==> config.mk <==
export PLATFORM = sky130hd
export DESIGN_NAME = x2_mul_reduce_flat
export DESIGN_NICKNAME = d
export VERILOG_FILES = /design/src/rtl/x2_mul_reduce_if.sv /design/src/rtl/x2_mul_reduce.sv /design/src/flat_wrapper.sv
export SDC_FILE = /design/constraint.sdc
export NUM_CORES = 1
export LEC_CHECK = 0
export CAP_MARGIN = 20
export CORE_MARGIN = 8
export CORE_UTILIZATION = 45
export DETAILED_ROUTE_END_ITERATION = 10
export PLACE_DENSITY = 0.81
export SYNTH_ARGS = -nofsm -noshare
export SYNTH_HDL_FRONTEND = slang
export SYNTH_SLANG_ARGS = --single-unit
==> constraint.sdc <==
create_clock -name clk -period 6.75 [get_ports clk]
set_input_delay 1.35 -clock clk [delete_from_list [all_inputs] [get_ports clk]]
set_output_delay 1.35 -clock clk [all_outputs]
set_load 0.03 [all_outputs]
==> src/rtl/x2_mul_reduce_if.sv <==
// Bundle/result bus for the multiplier reduce stage: X1->X2 FIFO side, flush/stall
// control and the result buffer head. master = upstream/consumer side, slave = reduce stage.
interface x2_mul_reduce_if #(
   parameter int unsigned XLEN = 32,
   parameter int unsigned NPP  = 2,
   parameter int unsigned TAGW = 6
);
   logic [NPP*2*XLEN-1:0] RES_RX1;
   logic                  SELECT_MSB_RX1;
   logic [TAGW-1:0]       TAG_RX1;
   logic                  X1X2_EMPTY_SX1;
   logic                  X1X2_POP_SX2;
   logic                  FLUSH_SX2;
   logic                  X2_STALL_SX3;
   logic [XLEN-1:0]       RES_RX2;
   logic [TAGW-1:0]       TAG_RX2;
   logic                  RES_VALID_SX2;

   modport master (
      output RES_RX1, SELECT_MSB_RX1, TAG_RX1, X1X2_EMPTY_SX1, FLUSH_SX2, X2_STALL_SX3,
      input  X1X2_POP_SX2, RES_RX2, TAG_RX2, RES_VALID_SX2
   );

   modport slave (
      input  RES_RX1, SELECT_MSB_RX1, TAG_RX1, X1X2_EMPTY_SX1, FLUSH_SX2, X2_STALL_SX3,
      output X1X2_POP_SX2, RES_RX2, TAG_RX2, RES_VALID_SX2
   );
endinterface

==> src/rtl/x2_mul_reduce.sv <==
// Multiplier stage 2: sums partial products, selects a half, queues result+tag in a
// DEPTH-entry buffer. Optional perf counters enabled by `define X2_MUL_PERF_EN.
module x2_mul_reduce #(
   parameter int unsigned XLEN  = 32,
   parameter int unsigned NPP   = 2,
   parameter int unsigned DEPTH = 2,
   parameter int unsigned TAGW  = 6
) (
   input  logic              clk,
   input  logic              reset,
`ifdef X2_MUL_PERF_EN
   output logic [31:0]       PERF_RES_CNT_SX2,
   output logic [31:0]       PERF_STALL_CNT_SX2,
`endif
   x2_mul_reduce_if.slave    bus
);

   localparam int unsigned PtrW = $clog2(DEPTH);
   localparam int unsigned CntW = PtrW + 1;
   typedef logic [PtrW-1:0] ptr_t;
   typedef logic [CntW-1:0] cnt_t;

   logic [2*XLEN-1:0] sum;
   logic [XLEN-1:0]   sel_res;
   logic              full, valid, pop, deq;
   ptr_t              wr_ptr_q, wr_ptr_d, rd_ptr_q, rd_ptr_d;
   cnt_t              count_q, count_d;
   logic [XLEN-1:0]   res_mem_q [DEPTH];
   logic [TAGW-1:0]   tag_mem_q [DEPTH];

   // Carries past bit 2*XLEN-1 fall off naturally; signedness lives in the partials.
   always_comb begin
      sum = '0;
      for (int unsigned k = 0; k < NPP; k++) begin
         sum = sum + bus.RES_RX1[k*2*XLEN +: 2*XLEN];
      end
      sel_res = bus.SELECT_MSB_RX1 ? sum[2*XLEN-1:XLEN] : sum[XLEN-1:0];
   end

   assign full  = (count_q == cnt_t'(DEPTH));
   assign valid = (count_q != '0);
   // No stall term here: a full buffer costs one bubble instead of a stall->pop path.
   assign pop   = !bus.X1X2_EMPTY_SX1 && !full && !bus.FLUSH_SX2 && !reset;
   assign deq   = valid && !bus.X2_STALL_SX3;

   always_comb begin
      wr_ptr_d = wr_ptr_q;
      rd_ptr_d = rd_ptr_q;
      count_d  = count_q;
      if (bus.FLUSH_SX2) begin
         wr_ptr_d = '0;
         rd_ptr_d = '0;
         count_d  = '0;
      end else begin
         if (pop) wr_ptr_d = wr_ptr_q + ptr_t'(1);
         if (deq) rd_ptr_d = rd_ptr_q + ptr_t'(1);
         if (pop && !deq) begin
            count_d = count_q + cnt_t'(1);
         end else if (!pop && deq) begin
            count_d = count_q - cnt_t'(1);
         end
      end
   end

   always_ff @(posedge clk) begin
      if (reset) begin
         wr_ptr_q <= '0;
         rd_ptr_q <= '0;
         count_q  <= '0;
      end else begin
         wr_ptr_q <= wr_ptr_d;
         rd_ptr_q <= rd_ptr_d;
         count_q  <= count_d;
      end
   end

   always_ff @(posedge clk) begin
      if (pop) begin
         res_mem_q[wr_ptr_q] <= sel_res;
         tag_mem_q[wr_ptr_q] <= bus.TAG_RX1;
      end
   end

   assign bus.X1X2_POP_SX2  = pop;
   assign bus.RES_VALID_SX2 = valid;
   assign bus.RES_RX2       = valid ? res_mem_q[rd_ptr_q] : '0;
   assign bus.TAG_RX2       = valid ? tag_mem_q[rd_ptr_q] : '0;

`ifdef X2_MUL_PERF_EN
   logic [31:0] perf_res_q, perf_stall_q;

   // Flush does not clear these; a dequeue in the flush cycle still counts.
   always_ff @(posedge clk) begin
      if (reset) begin
         perf_res_q   <= '0;
         perf_stall_q <= '0;
      end else begin
         if (deq) perf_res_q <= perf_res_q + 32'd1;
         if (valid && bus.X2_STALL_SX3) perf_stall_q <= perf_stall_q + 32'd1;
      end
   end

   assign PERF_RES_CNT_SX2   = perf_res_q;
   assign PERF_STALL_CNT_SX2 = perf_stall_q;
`endif

endmodule

==> src/flat_wrapper.sv <==
// flat-port wrapper written by rule: the top's interface ports become plain ports
module x2_mul_reduce_flat 
#(
   parameter int unsigned XLEN  = 32,
   parameter int unsigned NPP   = 2,
   parameter int unsigned DEPTH = 2,
   parameter int unsigned TAGW  = 6
)
  (clk, reset, bus_RES_RX1, bus_SELECT_MSB_RX1, bus_TAG_RX1, bus_X1X2_EMPTY_SX1, bus_FLUSH_SX2, bus_X2_STALL_SX3, bus_X1X2_POP_SX2, bus_RES_RX2, bus_TAG_RX2, bus_RES_VALID_SX2);
  x2_mul_reduce_if #(.XLEN(XLEN), .NPP(NPP), .TAGW(TAGW)) bus_i ();
  input  logic clk;
  input  logic reset;
  input wire logic [$bits(bus_i.RES_RX1)-1:0] bus_RES_RX1;
  input wire logic [$bits(bus_i.SELECT_MSB_RX1)-1:0] bus_SELECT_MSB_RX1;
  input wire logic [$bits(bus_i.TAG_RX1)-1:0] bus_TAG_RX1;
  input wire logic [$bits(bus_i.X1X2_EMPTY_SX1)-1:0] bus_X1X2_EMPTY_SX1;
  input wire logic [$bits(bus_i.FLUSH_SX2)-1:0] bus_FLUSH_SX2;
  input wire logic [$bits(bus_i.X2_STALL_SX3)-1:0] bus_X2_STALL_SX3;
  output wire logic [$bits(bus_i.X1X2_POP_SX2)-1:0] bus_X1X2_POP_SX2;
  output wire logic [$bits(bus_i.RES_RX2)-1:0] bus_RES_RX2;
  output wire logic [$bits(bus_i.TAG_RX2)-1:0] bus_TAG_RX2;
  output wire logic [$bits(bus_i.RES_VALID_SX2)-1:0] bus_RES_VALID_SX2;
  assign bus_i.RES_RX1 = bus_RES_RX1;
  assign bus_i.SELECT_MSB_RX1 = bus_SELECT_MSB_RX1;
  assign bus_i.TAG_RX1 = bus_TAG_RX1;
  assign bus_i.X1X2_EMPTY_SX1 = bus_X1X2_EMPTY_SX1;
  assign bus_i.FLUSH_SX2 = bus_FLUSH_SX2;
  assign bus_i.X2_STALL_SX3 = bus_X2_STALL_SX3;
  assign bus_X1X2_POP_SX2 = bus_i.X1X2_POP_SX2;
  assign bus_RES_RX2 = bus_i.RES_RX2;
  assign bus_TAG_RX2 = bus_i.TAG_RX2;
  assign bus_RES_VALID_SX2 = bus_i.RES_VALID_SX2;
  x2_mul_reduce #(.XLEN(XLEN), .NPP(NPP), .DEPTH(DEPTH), .TAGW(TAGW)) u_core (.clk(clk), .reset(reset), .bus(bus_i));
endmodule
Yosys cells after proc, flatten, opt, wreduce, memory -nomap -nowiden
Memory sizes are Yosys's and may differ from the RTL's. A register that Yosys moved wholly into a read port is not among the register bits.
Index checks and enable logic that the tools add are counted.

storage, ports and cells
  bits in registers = 4
  latch bits = 0
  bits in writable memories = 76
  memory bits (read-only) = 0
  input bits = 140
  output and inout port bits = 40
  logic and storage cells = 38
  memories kept = 2

operators by class
  $add $sub $neg = 5
  $mul = 0
  div/mod/pow operators = 0
  $lt $le $gt $ge = 0
  equality and inequality tests = 1
  shifts and indexed selects = 0
  multiplexer cells = 11
  bitwise logic cells = 0
  reduce and logical (&&, ||, !) cells = 16

memories
  name              depth  width  rd ports  clocked after memory_dff  wr ports  RTL line             text
  u_core.res_mem_q  2      32     1         1                         1         x2_mul_reduce.sv:28  logic [XLEN-1:0] res_mem_q [DEPTH];
  u_core.tag_mem_q  2      6      1         1                         1         x2_mul_reduce.sv:29  logic [TAGW-1:0] tag_mem_q [DEPTH];

operators by type and width
  kind                                              count
  adder 64 bit                                      1
  two-way mux 32 bit                                2
  zero test 1 bit                                   7
  logical AND 1 bit                                 6
  two-way mux 1 bit                                 6
  two-way mux 6 bit                                 1
  two-way mux 2 bit                                 2
  nonzero test 2 bit                                2
  adder 1 bit, second input constant                2
  adder 2 x 1 -> 2 bit, second input constant       1
  equality test 2 bit, second input constant        1
  OR reduction 2 bit                                1
  subtractor 2 x 1 -> 2 bit, second input constant  1

Logic depth before layout (Yosys ltp)
  depth in word-level cells = 9
  depth in mapped cells = 12
  gate-level depth less buffers = 12

Worst setup path after synthesis
Ideal clock, no wire load.

  path type = input to register
  start = in bus_FLUSH_SX2
  end = mem u_core.res_mem_q[0][0] (enable)
  library setup time = 532 ps
  arrival = 5,468 ps
  required time = 6,218 ps
  path slack = 750 ps
  stages on the path = 3
  path buffers = 1
  path through = or2_2 clkbuf_1 nor4_1

between the ends
  longest elaborated chain between the ends = 5

RTL lines
  element                                  RTL line             text
  from (decl)                              flat_wrapper.sv:17   input wire logic [$bits(bus_i.FLUSH_SX2)-1:0] bus_FLUSH_SX2;
  zero test 1 bit                          x2_mul_reduce.sv:43  assign pop = !bus.X1X2_EMPTY_SX1 && !full && !bus.FLUSH_SX2 && !reset;
  logical AND 1 bit (2 in a row)           x2_mul_reduce.sv:43
  two-way mux 1 bit                        x2_mul_reduce.sv:78  if (pop) begin
  two-way mux 1 bit (implied by the code)  x2_mul_reduce.sv:79  res_mem_q[wr_ptr_q] <= sel_res;
  to (decl)                                x2_mul_reduce.sv:28

No other way between the ends.

Worst setup path in the final report
  start = in bus_RES_RX1[0]
  end = mem u_core.res_mem_q[0][16], data pin

between the ends
  longest elaborated chain between the ends = 2

RTL lines
  element                       RTL line             text
  from (decl)                   flat_wrapper.sv:13   input wire logic [$bits(bus_i.RES_RX1)-1:0] bus_RES_RX1;
  adder 64 bit                  x2_mul_reduce.sv:35  sum = sum + bus.RES_RX1[k*2*XLEN +: 2*XLEN];
  two-way mux 32 bit            x2_mul_reduce.sv:37  sel_res = bus.SELECT_MSB_RX1 ? sum[2*XLEN-1:XLEN] : sum[XLEN-1:0];
  named net u_core.sel_res[16]  x2_mul_reduce.sv:24  logic [XLEN-1:0] sel_res;

The timed path passes the listed nets, and every way through them passes these cells.

==> out/metrics.csv <==
metric,value,unit
run status,finished clean,
syn nets,975,
post-CTS sizing,0,
worst vdd ir,0.106,mV
top post-synthesis cells by area,"edfxtp_1 32%, ha_1 11%, mux2i_1 6.6%",
CTS tree,built,
DP Wirelength,17200,um
initial antenna violation count,0,
max frequency,0.209,GHz
number of synthesized register bits,81,
Die Span Y,142,um
clock skew,0.00472,ns
Synth area leader,edfxtp_1,
RR Startpoint,u_core.count_q[0],
nets,1134,
WP buf/inv,1,
Vias,6528,
synth warn,0,
"FFs w/ async S/R, synth",0,
cell depth of the worst setup path,13,
Worst path max stage delay,0.52,ns
Crit-path slowest cell,o31ai_1,
RSZ-0062 raised after global routing,false,
worst skew pair latency,0.33,ns
type of origin of the critical path,input pin,
"Top FF cell, synth",edfxtp_1,
largest net degree at the start of global routing,56,
Fin. Hold Viols,0,
antenna cells,0,
worst reg2reg endpoint,u_core.count_q[1],
"CP delay by family, top",compound AO/OA/AOI/OAI gates,
Max Slew Vio Count,0,
number of cell rows,46,
Final Critical Period,4.79,ns
first-pass GRT wire length,33100,um
crit path max fanout,3,
final period utilization,0.710,
# IOs,180,
number of synthesized flops with an enable pin,76,
Final GP Congestion,0.943,
chip width,142,um
Cell Pwr Density,181,nW/um^2
CTS max path bufs,2,
top-area cell type share of the netlist area,0.322,
filler cell count,1392,
vias in the first global route,6543,
CTS buffer count,9,
area delta synth->final,31.7,%
sequential-to-total area share from yosys stat,0.336,
Clock Sink Count,81,
post-layout util,0.597,
CP endpoint,u_core.res_mem_q[0][16],
"Setup Fix Bufs, Post-CTS",0,
leakage power,3.50,nW
final WL,21000,um
detailed-route DRC error count,0,
hold buffer count at CTS,0,
"Reg clk slew, reported paths",0.06,ns
share of layout cells above drive strength 1,0.0557,
All-Layer GR Usage,0.207,
CTS root buf,clkbuf_16,
CP Launch Point,bus_RES_RX1[0],
WP data required,6.80,ns
Worst slew margin,0.603,
DRT antenna net count,0,
Worst R2R Path Depth,6,
Avg Inst Size Synth,9.21,um^2
DR pass1 iterations,5,
flop-to-flop setup slack,4.65,ns
I/O Buffers,179,
CP Cell Sequence,"clkdlybuf4s50_1, ha_1, fa_1, a21oi_1, nor2_1, o31ai_1, nand4_1, a41oi_2, o31ai_2, a221oi_2, o21ai_1, xnor2_1, mux2i_1",
number of vias per cell,5.68,
unique cell type count in the Yosys netlist,71,
wire per inst,18.2,um
max_cap viols,0,
critical path class,in -> reg,
CP Capture Type,flip-flop,
Syn Inst Count,770,
Fin Setup TNS,0,ns
grt total ovfl,0,
die area,20000,um^2
Starting Density,0.453,
class of the worst hold path,reg -> reg,
htree depth,3,
Tightest Pin Transition,0.595,ns
initial DRC count,490,
count of final setup violators,0,
mapped cell area,7090,um^2
Core Area,15700,um^2
worst endpoint data arrival time,4.84,ns
## cells by family (layout without fill, tap and decap cells)
kind of cell / after synthesis / count (layout) / synth area share
adders and majority gates: 65 / 65 / 0.116
muxes: 49 / 49 / 0.0695
DFF: 81 / 81 / 0.336
AOI/OAI and AO/OA: 229 / 229 / 0.214
buffers and inverters: 48 / 212 / 0.0289
xor gates and xnor gates: 58 / 58 / 0.0716
and+or+nand+nor: 240 / 240 / 0.164
## placed cells by master, fill, tap and decap left out, types with 8 or more instances in the layout
| cell type | n |
|---|---|
| clkbuf_16 | 9 |
| mux2i_1 | 47 |
| nor2_1 | 86 |
| nand2_1 | 55 |
| clkdlybuf4s50_1 | 178 |
| nand4_1 | 21 |
| o21ai_1 | 15 |
| edfxtp_1 | 76 |
| xor2_1 | 24 |
| a21oi_1 | 76 |
| o21ai_0 | 28 |
| a31oi_1 | 8 |
| inv_1 | 11 |
| nor2b_1 | 10 |
| a21o_1 | 38 |
| nor3_1 | 10 |
| o21bai_1 | 15 |
| xnor2_1 | 34 |
| nand3_1 | 18 |
| ha_1 | 64 |
## how the worst min path moves through the flow
stage	startpoint	endpoint	cells past startpoint
after CTS	u_core.rd_ptr_q	flip-flop	2
after global routing	u_core.rd_ptr_q	flip-flop	2
final	u_core.rd_ptr_q	flip-flop	2
after global placement	u_core.rd_ptr_q	flip-flop	2
after floorplan	u_core.rd_ptr_q	flip-flop	2
after detailed placement	u_core.rd_ptr_q	flip-flop	2
## synth_stat cells (all sizes together), types with 7 or more instances
cell type  count
nor3          10
nand2         55
buf           13
o31ai          7
mux2i         47
nor2b         10
nor2          87
a211oi         9
a21o          38
inv           11
nand4         21
xnor2         34
o21ai         44
edfxtp        76
o21bai        15
nand3         18
a21oi         79
xor2          24
clkbuf        23
ha            64
a31oi          9
## sequential cells by signal, summed over array words and instances, names as in the netlist, named ones only
| signal | flops |
|---|---|
| u_core.res_mem_q | 64 |
| u_core.rd_ptr_q | 1 |
| u_core.count_q | 2 |
| u_core.wr_ptr_q | 1 |
| u_core.tag_mem_q | 12 |
## worst reg2reg max path, cell delays in order, from the launching register on
cell and delay (ns):
dfxtp_1 0.35, nor2_2 0.32, buf_4 0.38, or2_2 0.20, ha_1 0.26, or3_1 0.37, a21oi_1 0.15
## through the flow
stage	hold slack, ns	instance area (um^2)	worst slack, ns	power, mW	std cells
3_5_place_dp	0.478	9040	1.77	1.21	1134
2_1_floorplan	0.450	7090	0.750	0.991	770
3_3_place_gp	0.457	9040	1.81	1.20	1134
6_report	0.483	9340	1.96	1.69	1150
4_1_cts	0.487	9340	2.06	1.69	1150
5_1_grt	0.521	9340	1.70	1.77	1150
## routing by layer
layer / GRT usage / vias to the layer above / wire [um]
met2: 0.344 / 256 / 9770
met5: 0 / - / 0
met4: 0.0644 / 0 / 446
met3: 0.0319 / 31 / 1450
met1: 0.270 / 3041 / 9310
li1: - / 3200 / -
## power by group
| part | leakage (nW) | switching, mW | internal (mW) |
|---|---|---|---|
| combinational | 2.62 | 0.351 | 0.273 |
| clock | 0.144 | 0.193 | 0.290 |
| sequential | 0.730 | 0.00405 | 0.584 |
## layout make-up
type | instances | area [um^2] | area share
clock buffers | 9 | 225 | 0.0241
repair buffers | 184 | 1820 | 0.195
multi-input cells | 641 | 4510 | 0.483
well taps | 216 | 270 | 0.0289
flip-flops and latches | 81 | 2380 | 0.255
clock inverters | 7 | 78.8 | 0.00844
inverters | 12 | 45.0 | 0.00482
No activity file was read; power rests on OpenSTA's default activity.
